`src/rtl/control_flow_resolver_if.sv`:
```
// Fetch <-> decode control-flow bus: fetched word/PC4 and register operands
// toward the resolver, redirect strobes and targets back toward fetch.
// Optional CF_RAS_ERR_FLAGS_EN adds the sticky RAS overflow/underflow flags.
interface control_flow_resolver_if #(
    parameter int unsigned AW = 32
);
    logic [31:0]   instruction;
    logic [AW-1:0] PC4;
    logic [AW-1:0] rs1Data;
    logic [AW-1:0] rs2Data;

    logic          SIG_Jump;
    logic          SIG_Call;
    logic          SIG_CALL_RS1;
    logic          SIG_RET;
    logic          SIG_BEQ;
    logic          SIG_BNE;
    logic          SIG_EQ;
    logic [AW-1:0] jumpAddress;
    logic [AW-1:0] branchAddress;
    logic [AW-1:0] callRs1Address;
    logic [AW-1:0] returnAddress;
    logic          idValid;
`ifdef CF_RAS_ERR_FLAGS_EN
    logic          rasOverflow;
    logic          rasUnderflow;
`endif

    // Fetch side
    modport master (
        output instruction, PC4, rs1Data, rs2Data,
        input  SIG_Jump, SIG_Call, SIG_CALL_RS1, SIG_RET, SIG_BEQ, SIG_BNE, SIG_EQ,
        input  jumpAddress, branchAddress, callRs1Address, returnAddress, idValid
`ifdef CF_RAS_ERR_FLAGS_EN
        , input rasOverflow, rasUnderflow
`endif
    );

    // Resolver side
    modport slave (
        input  instruction, PC4, rs1Data, rs2Data,
        output SIG_Jump, SIG_Call, SIG_CALL_RS1, SIG_RET, SIG_BEQ, SIG_BNE, SIG_EQ,
        output jumpAddress, branchAddress, callRs1Address, returnAddress, idValid
`ifdef CF_RAS_ERR_FLAGS_EN
        , output rasOverflow, rasUnderflow
`endif
    );
endinterface

```
`src/rtl/control_flow_resolver.sv`:
```
// Decode-stage control-flow resolver: latches the fetched instruction/PC4,
// decodes J/CALL/CALLR/RET/BEQ/BNE, drives redirect strobes and targets to
// fetch, owns a wrapping return-address stack and squashes the one wrong-path
// instruction behind a taken redirect.
// Optional feature macro: CF_RAS_ERR_FLAGS_EN (sticky RAS overflow/underflow flags).
module control_flow_resolver #(
    parameter int unsigned RAS_DEPTH = 8,
    parameter int unsigned AW        = 32
) (
    input  logic                    clk,
    input  logic                    reset,
    control_flow_resolver_if.slave  cf
);
    localparam int unsigned SPW = $clog2(RAS_DEPTH);
    localparam int unsigned CW  = SPW + 1;

    localparam logic [5:0] OP_J     = 6'h01;
    localparam logic [5:0] OP_CALL  = 6'h02;
    localparam logic [5:0] OP_BEQ   = 6'h03;
    localparam logic [5:0] OP_BNE   = 6'h04;
    localparam logic [5:0] OP_RET   = 6'h05;
    localparam logic [5:0] OP_CALLR = 6'h06;

    typedef enum logic {
        ST_RUN,
        ST_FLUSH
    } state_t;

    state_t        state_q, state_d;
    logic [31:0]   id_instr;
    logic [AW-1:0] id_pc4;
    logic          id_valid, id_valid_d;

    logic [AW-1:0] ras_mem [RAS_DEPTH];
    logic [SPW-1:0] ras_sp;
    logic [CW-1:0]  ras_cnt;

    logic [5:0]  op_c;
    logic [15:0] imm16_c;
    logic [25:0] off26_c;
    logic        is_j_c, is_call_c, is_callr_c, is_ret_c, is_beq_c, is_bne_c;
    logic        eq_c, taken_c, push_c, pop_c;

    // Field extraction and valid-gated opcode decode of the ID register
    always_comb begin
        op_c       = id_instr[31:26];
        imm16_c    = id_instr[15:0];
        off26_c    = id_instr[25:0];
        eq_c       = (cf.rs1Data == cf.rs2Data);
        is_j_c     = id_valid && (op_c == OP_J);
        is_call_c  = id_valid && (op_c == OP_CALL);
        is_callr_c = id_valid && (op_c == OP_CALLR);
        is_ret_c   = id_valid && (op_c == OP_RET);
        is_beq_c   = id_valid && (op_c == OP_BEQ);
        is_bne_c   = id_valid && (op_c == OP_BNE);
        taken_c    = is_j_c || is_call_c || is_callr_c || is_ret_c ||
                     (is_beq_c && eq_c) || (is_bne_c && !eq_c);
        push_c     = is_call_c || is_callr_c;
        pop_c      = is_ret_c;
    end

    // Strobes, targets and stack top toward fetch
    always_comb begin
        cf.SIG_Jump       = is_j_c;
        cf.SIG_Call       = is_call_c;
        cf.SIG_CALL_RS1   = is_callr_c;
        cf.SIG_RET        = is_ret_c;
        cf.SIG_BEQ        = is_beq_c;
        cf.SIG_BNE        = is_bne_c;
        cf.SIG_EQ         = eq_c;
        cf.idValid        = id_valid;
        cf.jumpAddress    = {id_pc4[AW-1:28], off26_c, 2'b00};
        cf.branchAddress  = id_pc4 + {{(AW-18){imm16_c[15]}}, imm16_c, 2'b00};
        cf.callRs1Address = cf.rs1Data;
        cf.returnAddress  = (ras_cnt != '0) ? ras_mem[ras_sp - SPW'(1)] : '0;
    end

    // Next state: a taken redirect squashes exactly the next capture
    always_comb begin
        state_d    = state_q;
        id_valid_d = 1'b1;
        case (state_q)
            ST_RUN: begin
                if (taken_c) begin
                    state_d    = ST_FLUSH;
                    id_valid_d = 1'b0;
                end
            end
            ST_FLUSH: begin
                state_d = ST_RUN;
            end
            default: begin
                state_d = ST_RUN;
            end
        endcase
    end

    // FSM state and ID register
    always_ff @(posedge clk or negedge reset) begin
        if (!reset) begin
            state_q  <= ST_RUN;
            id_instr <= '0;
            id_pc4   <= '0;
            id_valid <= 1'b0;
        end else begin
            state_q  <= state_d;
            id_instr <= cf.instruction;
            id_pc4   <= cf.PC4;
            id_valid <= id_valid_d;
        end
    end

    // Return-address stack: full push overwrites oldest, empty pop is a no-op
    always_ff @(posedge clk or negedge reset) begin
        if (!reset) begin
            for (int i = 0; i < RAS_DEPTH; i++) begin
                ras_mem[i] <= '0;
            end
            ras_sp  <= '0;
            ras_cnt <= '0;
        end else if (push_c) begin
            ras_mem[ras_sp] <= id_pc4;
            ras_sp          <= ras_sp + SPW'(1);
            if (ras_cnt != CW'(RAS_DEPTH)) begin
                ras_cnt <= ras_cnt + CW'(1);
            end
        end else if (pop_c && (ras_cnt != '0)) begin
            ras_sp  <= ras_sp - SPW'(1);
            ras_cnt <= ras_cnt - CW'(1);
        end
    end

`ifdef CF_RAS_ERR_FLAGS_EN
    logic ras_ovf_q, ras_unf_q;

    // Sticky stack error flags, cleared only by reset
    always_ff @(posedge clk or negedge reset) begin
        if (!reset) begin
            ras_ovf_q <= 1'b0;
            ras_unf_q <= 1'b0;
        end else begin
            if (push_c && (ras_cnt == CW'(RAS_DEPTH))) begin
                ras_ovf_q <= 1'b1;
            end
            if (pop_c && (ras_cnt == '0)) begin
                ras_unf_q <= 1'b1;
            end
        end
    end

    assign cf.rasOverflow  = ras_ovf_q;
    assign cf.rasUnderflow = ras_unf_q;
`endif
endmodule

```
`src/flat_wrapper.sv`:
```
// flat-port wrapper written by rule: the top's interface ports become plain ports
module control_flow_resolver_flat 
#(
    parameter int unsigned RAS_DEPTH = 8,
    parameter int unsigned AW        = 32
)
  (clk, reset, cf_instruction, cf_PC4, cf_rs1Data, cf_rs2Data, cf_SIG_Jump, cf_SIG_Call, cf_SIG_CALL_RS1, cf_SIG_RET, cf_SIG_BEQ, cf_SIG_BNE, cf_SIG_EQ, cf_jumpAddress, cf_branchAddress, cf_callRs1Address, cf_returnAddress, cf_idValid);
  control_flow_resolver_if #(.AW(AW)) cf_i ();
  input  logic clk;
  input  logic reset;
  input wire logic [$bits(cf_i.instruction)-1:0] cf_instruction;
  input wire logic [$bits(cf_i.PC4)-1:0] cf_PC4;
  input wire logic [$bits(cf_i.rs1Data)-1:0] cf_rs1Data;
  input wire logic [$bits(cf_i.rs2Data)-1:0] cf_rs2Data;
  output wire logic [$bits(cf_i.SIG_Jump)-1:0] cf_SIG_Jump;
  output wire logic [$bits(cf_i.SIG_Call)-1:0] cf_SIG_Call;
  output wire logic [$bits(cf_i.SIG_CALL_RS1)-1:0] cf_SIG_CALL_RS1;
  output wire logic [$bits(cf_i.SIG_RET)-1:0] cf_SIG_RET;
  output wire logic [$bits(cf_i.SIG_BEQ)-1:0] cf_SIG_BEQ;
  output wire logic [$bits(cf_i.SIG_BNE)-1:0] cf_SIG_BNE;
  output wire logic [$bits(cf_i.SIG_EQ)-1:0] cf_SIG_EQ;
  output wire logic [$bits(cf_i.jumpAddress)-1:0] cf_jumpAddress;
  output wire logic [$bits(cf_i.branchAddress)-1:0] cf_branchAddress;
  output wire logic [$bits(cf_i.callRs1Address)-1:0] cf_callRs1Address;
  output wire logic [$bits(cf_i.returnAddress)-1:0] cf_returnAddress;
  output wire logic [$bits(cf_i.idValid)-1:0] cf_idValid;
  assign cf_i.instruction = cf_instruction;
  assign cf_i.PC4 = cf_PC4;
  assign cf_i.rs1Data = cf_rs1Data;
  assign cf_i.rs2Data = cf_rs2Data;
  assign cf_SIG_Jump = cf_i.SIG_Jump;
  assign cf_SIG_Call = cf_i.SIG_Call;
  assign cf_SIG_CALL_RS1 = cf_i.SIG_CALL_RS1;
  assign cf_SIG_RET = cf_i.SIG_RET;
  assign cf_SIG_BEQ = cf_i.SIG_BEQ;
  assign cf_SIG_BNE = cf_i.SIG_BNE;
  assign cf_SIG_EQ = cf_i.SIG_EQ;
  assign cf_jumpAddress = cf_i.jumpAddress;
  assign cf_branchAddress = cf_i.branchAddress;
  assign cf_callRs1Address = cf_i.callRs1Address;
  assign cf_returnAddress = cf_i.returnAddress;
  assign cf_idValid = cf_i.idValid;
  control_flow_resolver #(.RAS_DEPTH(RAS_DEPTH), .AW(AW)) u_core (.clk(clk), .reset(reset), .cf(cf_i));
endmodule
```
`config.mk`:
```
export PLATFORM = sky130hd
export DESIGN_NAME = control_flow_resolver_flat
export DESIGN_NICKNAME = d
export VERILOG_FILES = /design/src/rtl/control_flow_resolver_if.sv /design/src/rtl/control_flow_resolver.sv /design/src/flat_wrapper.sv
export SDC_FILE = /design/constraint.sdc
export NUM_CORES = 1
export LEC_CHECK = 0
export ABC_AREA = 1
export CAP_MARGIN = 5
export CORE_UTILIZATION = 35
export CTS_BUF_LIST = sky130_fd_sc_hd__clkbuf_4 sky130_fd_sc_hd__clkbuf_8
export CTS_CLUSTER_DIAMETER = 30
export DETAILED_ROUTE_END_ITERATION = 7
export GPL_TIMING_DRIVEN = 0
export PLACE_DENSITY = 0.58
export SYNTH_ARGS = -nofsm -noshare
export SYNTH_HDL_FRONTEND = slang
export SYNTH_SLANG_ARGS = --single-unit
export TNS_END_PERCENT = 1
```
`constraint.sdc`:
```
create_clock -name clk -period 3.8 [get_ports clk]
set_input_delay 0.76 -clock clk [delete_from_list [all_inputs] [get_ports clk]]
set_output_delay 0.76 -clock clk [all_outputs]
set_load 0.03 [all_outputs]
```
==> results by group, run 1 <==
GRT
  • First-pass GRT wire length: 80400 um
  • Vias in the first global route: 14900
  • Overall Global Routing Usage: 0.216
  • Remaining global-route overflow: 0
  • Antenna violations before repair: 1
  • Pin count of the biggest net entering global routing: 102

Layout
  • Post-Layout Cell Count: 3019
  • Nets: 2511
  • Layout cell share with drive strength beyond 1: 0.162
  • Area growth syn-to-layout: 34.0%
  • Fin area: 22100 um^2

Floorplanning
  • Core footprint: 46500 um^2
  • Initial Util: 0.354
  • Die H: 219 um
  • Row count: 79
  • Die area: 47900 um^2
  • Die width: 219 um
  • Io pins: 266

Place
  • Routability cong.: 0.905
  • Setup WS pre-CTS: -1610 ps
  • DP Cell Count: 2861
  • Detailed placement HPWL: 38000 um
  • Dpl cell area: 19900 um^2
  • Port-buffer cells: 263

Yosys
  • Syn avg cell area: 8.29 um^2
  • Unique cell type count in the Yosys netlist: 42
  • Yosys top cell area share: 0.500
  • Cell Area, Synth: 16500 um^2
  • EDFF count, synth: 0
  • Synth area leaders: dfrtp_1, o21ai_0, nand2_1
  • Cell taking the most area after synthesis: dfrtp_1
  • Asr flop ratio synth: 1.00
  • Synth warnings: 0
  • Mapped Cells: 1987
  • Post-synthesis sequential area ratio: 0.500
  • Most used DFF post-synth: dfrtp_1
  • FF+latch count, synth: 329

CTS
  • TritonCTS buffer count: 87
  • Clock Latency Late Sink: 670 ps
  • H-tree depth: 3
  • Clk slew on worst S/H paths: 50 ps
  • CTS max path bufs: 3
  • Root Driver: clkbuf_8
  • TritonCTS clock tree: yes
  • Clock sink count: 329

Critical path
  • Critical Path Fanout Max: 10
  • WS Path Type: reg2out
  • Reg2Reg Setup Slack: 1600 ps
  • CP endpoint kind: output port
  • Worst EP required: 3040 ps
  • Worst Reg-to-Reg Cells: 10
  • RR Endpoint: u_core.ras_cnt[3]
  • R2R Path Start: u_core.id_instr[31]
  • CP arrival: 3030 ps
  • Startpoint Class: register

Worst hold path
  • Hold Crit Start: u_core.state_q
  • Hold path endpoint: u_core.cf.idValid
  • Hold Path Stages: 2
  • Hold crit path type: reg2reg

Routing
  • Routed met3 length: 3900 um
  • WL met2: 23800 um
  • Wire per inst: 17.0 um
  • Via count: 14800
  • DRT Wirelength: 51300 um
  • DR pass1 iterations: 7
  • Via-to-Cell Ratio: 4.91
  • Detailed Route Iter0 Violations: 973
  • Post-route ant nets: 0
  • M1 wire length: 22000 um
  • Top Layer Used: met4
  • DRC Markers: 0

Timing
  • RSZ-0062 raised after global routing: true
  • Hold Fails Final Rpt: 0
  • Max Fclk: 264 MHz
  • Total negative slack: 0 ps
  • Slew Limit Fails: 0
  • Final setup fails: 0
  • Period minus WS final: 3790 ps
  • Setup Skew: 47.4 ps
  • Tcrit/Tclk final: 0.998
  • Max-slew headroom: 0.528
  • Least-Margin Pin Slew: 708 ps
  • Final worst slack: 8.17 ps

Power and ir drop
  • Max IR drop VDD: 0.000508 V
  • Cell Pwr Density: 781 nW/um^2
  • Leakage: 0.0102 uW

Status
  • Outcome: finished clean

Job
  • Max-cap violations: 0
-- registers in the layout, summed over array words and instances (netlist names) --
| register | flops |
|---|---|
| u_core.id_instr | 32 |
| u_core.ras_cnt | 4 |
| u_core.ras_mem | 256 |
| u_core.state_q | 1 |
| u_core.cf.idValid | 1 |
| u_core.ras_sp | 3 |
| u_core.id_pc4 | 32 |
-- worst max-delay path, cell delays in order (launching register included) --
cell	delay, ps
dfrtp_1	360
buf_4	210
clkinvlp_4	190
ha_4	350
buf_8	160
clkbuf_8	190
o21ai_0	110
o22ai_1	270
o21ai_0	130
a31oi_1	210
buf_4	200
-- synthesized netlist by cell type, types with 2 or more instances --
cell type,instances
xor2_1,19
nand2_1,441
a21o_1,2
inv_2,2
inv_1,108
buf_4,70
buf_2,22
dfrtp_1,329
nand3_1,26
nor3_1,13
clkinv_1,2
a21boi_0,3
o21ai_2,4
nor2_1,253
ha_1,33
a31oi_1,32
buf_1,6
fa_1,2
o21ai_0,384
nand4_1,3
buf_6,15
o22ai_1,33
nand3_4,4
clkbuf_1,52
a21oi_1,36
xnor2_1,26
nand4_4,4
o21ai_1,45
o21bai_1,5
-- where the power goes --
part / internal (uW) / switching (uW) / total, uW
clock network: 3150 / 1830 / 4980
registers: 4170 / 376 / 4540
logic: 2630 / 5080 / 7710
-- logic make-up after synthesis --
kind of cell | share of synthesized area
fa+ha+maj | 0.0275
buf+inv | 0.0885
flops | 0.500
simple gates | 0.185
compound gates | 0.175
xor+xnor | 0.0239
other cells | 0.000228
-- worst max path at each step --
stage / depth (start not counted) / slack, ps / start / endpoint
3_5_place_dp: 12 / -1610 / u_core.ras_sp[0] / cf_returnAddress[28]
6_report: 10 / 8 / u_core.ras_sp[1] / cf_returnAddress[29]
5_1_grt: 10 / -110 / u_core.ras_sp[1] / cf_returnAddress[29]
2_1_floorplan: 11 / 300 / u_core.ras_sp[0] / cf_returnAddress[25]
4_1_cts: 10 / -110 / u_core.ras_sp[1] / cf_returnAddress[28]
3_3_place_gp: 1 / -12530 / reset / u_core.id_instr[16]
-- layer usage --
layer	global-route usage	vias to the layer above
met2	0.353	529
met3	0.0529	115
met5	0	-
met4	0.0880	0
li1	-	7232
met1	0.274	6952
-- layout make-up --
type | instances | area (um^2)
Tap cell | 607 | 759
Inverter | 113 | 459
Multi-Input combinational cell | 1380 | 6910
Clock buffer | 118 | 1560
Timing Repair Buffer | 270 | 2610
Sequential cell | 329 | 8240
Fill cell | 4525 | 24400
Buffer | 165 | 1110
Clock inverter | 36 | 415
Antenna cell | 1 | 2.50
-- through the flow --
stage               total power (uW)  utilization  hold slack (ps)
finish                         17200        0.475              452
global route                   18300        0.475              483
CTS                            17300        0.474              453
detailed placement             12300        0.429              449
global placement               12200        0.428              442
floorplan                       9150            -              429
-- cells in the final DEF, fill, tap and decap left out, types with 33 or more instances in the layout --
master           count
nand2_1            438
dfrtp_1            326
o22ai_1             33
buf_4               94
clkbuf_8           110
nor2_1             252
clkdlybuf4s50_1    207
o21ai_1             48
a21oi_1             34
o21ai_0            380
inv_1              107
buf_2               37
-- repair_timing --
action | in CTS | in global routing
setup buffers | 2 | 1
endpoints found under the hold margin | 19 | 0
pin swaps | 6 | 3
resized for setup | 281 | 91
endpoints found under the setup margin | 55 | 49
hold buffers | 1 | 0
Note: power is estimated with default switching activity, not from simulation.
==> inputs of run 2 (changes only) <==
- CAP_MARGIN: 5 -> 20
==> results of run 2 <==
Same layout as run 1: the final DEF is identical, and so are final timing and power.
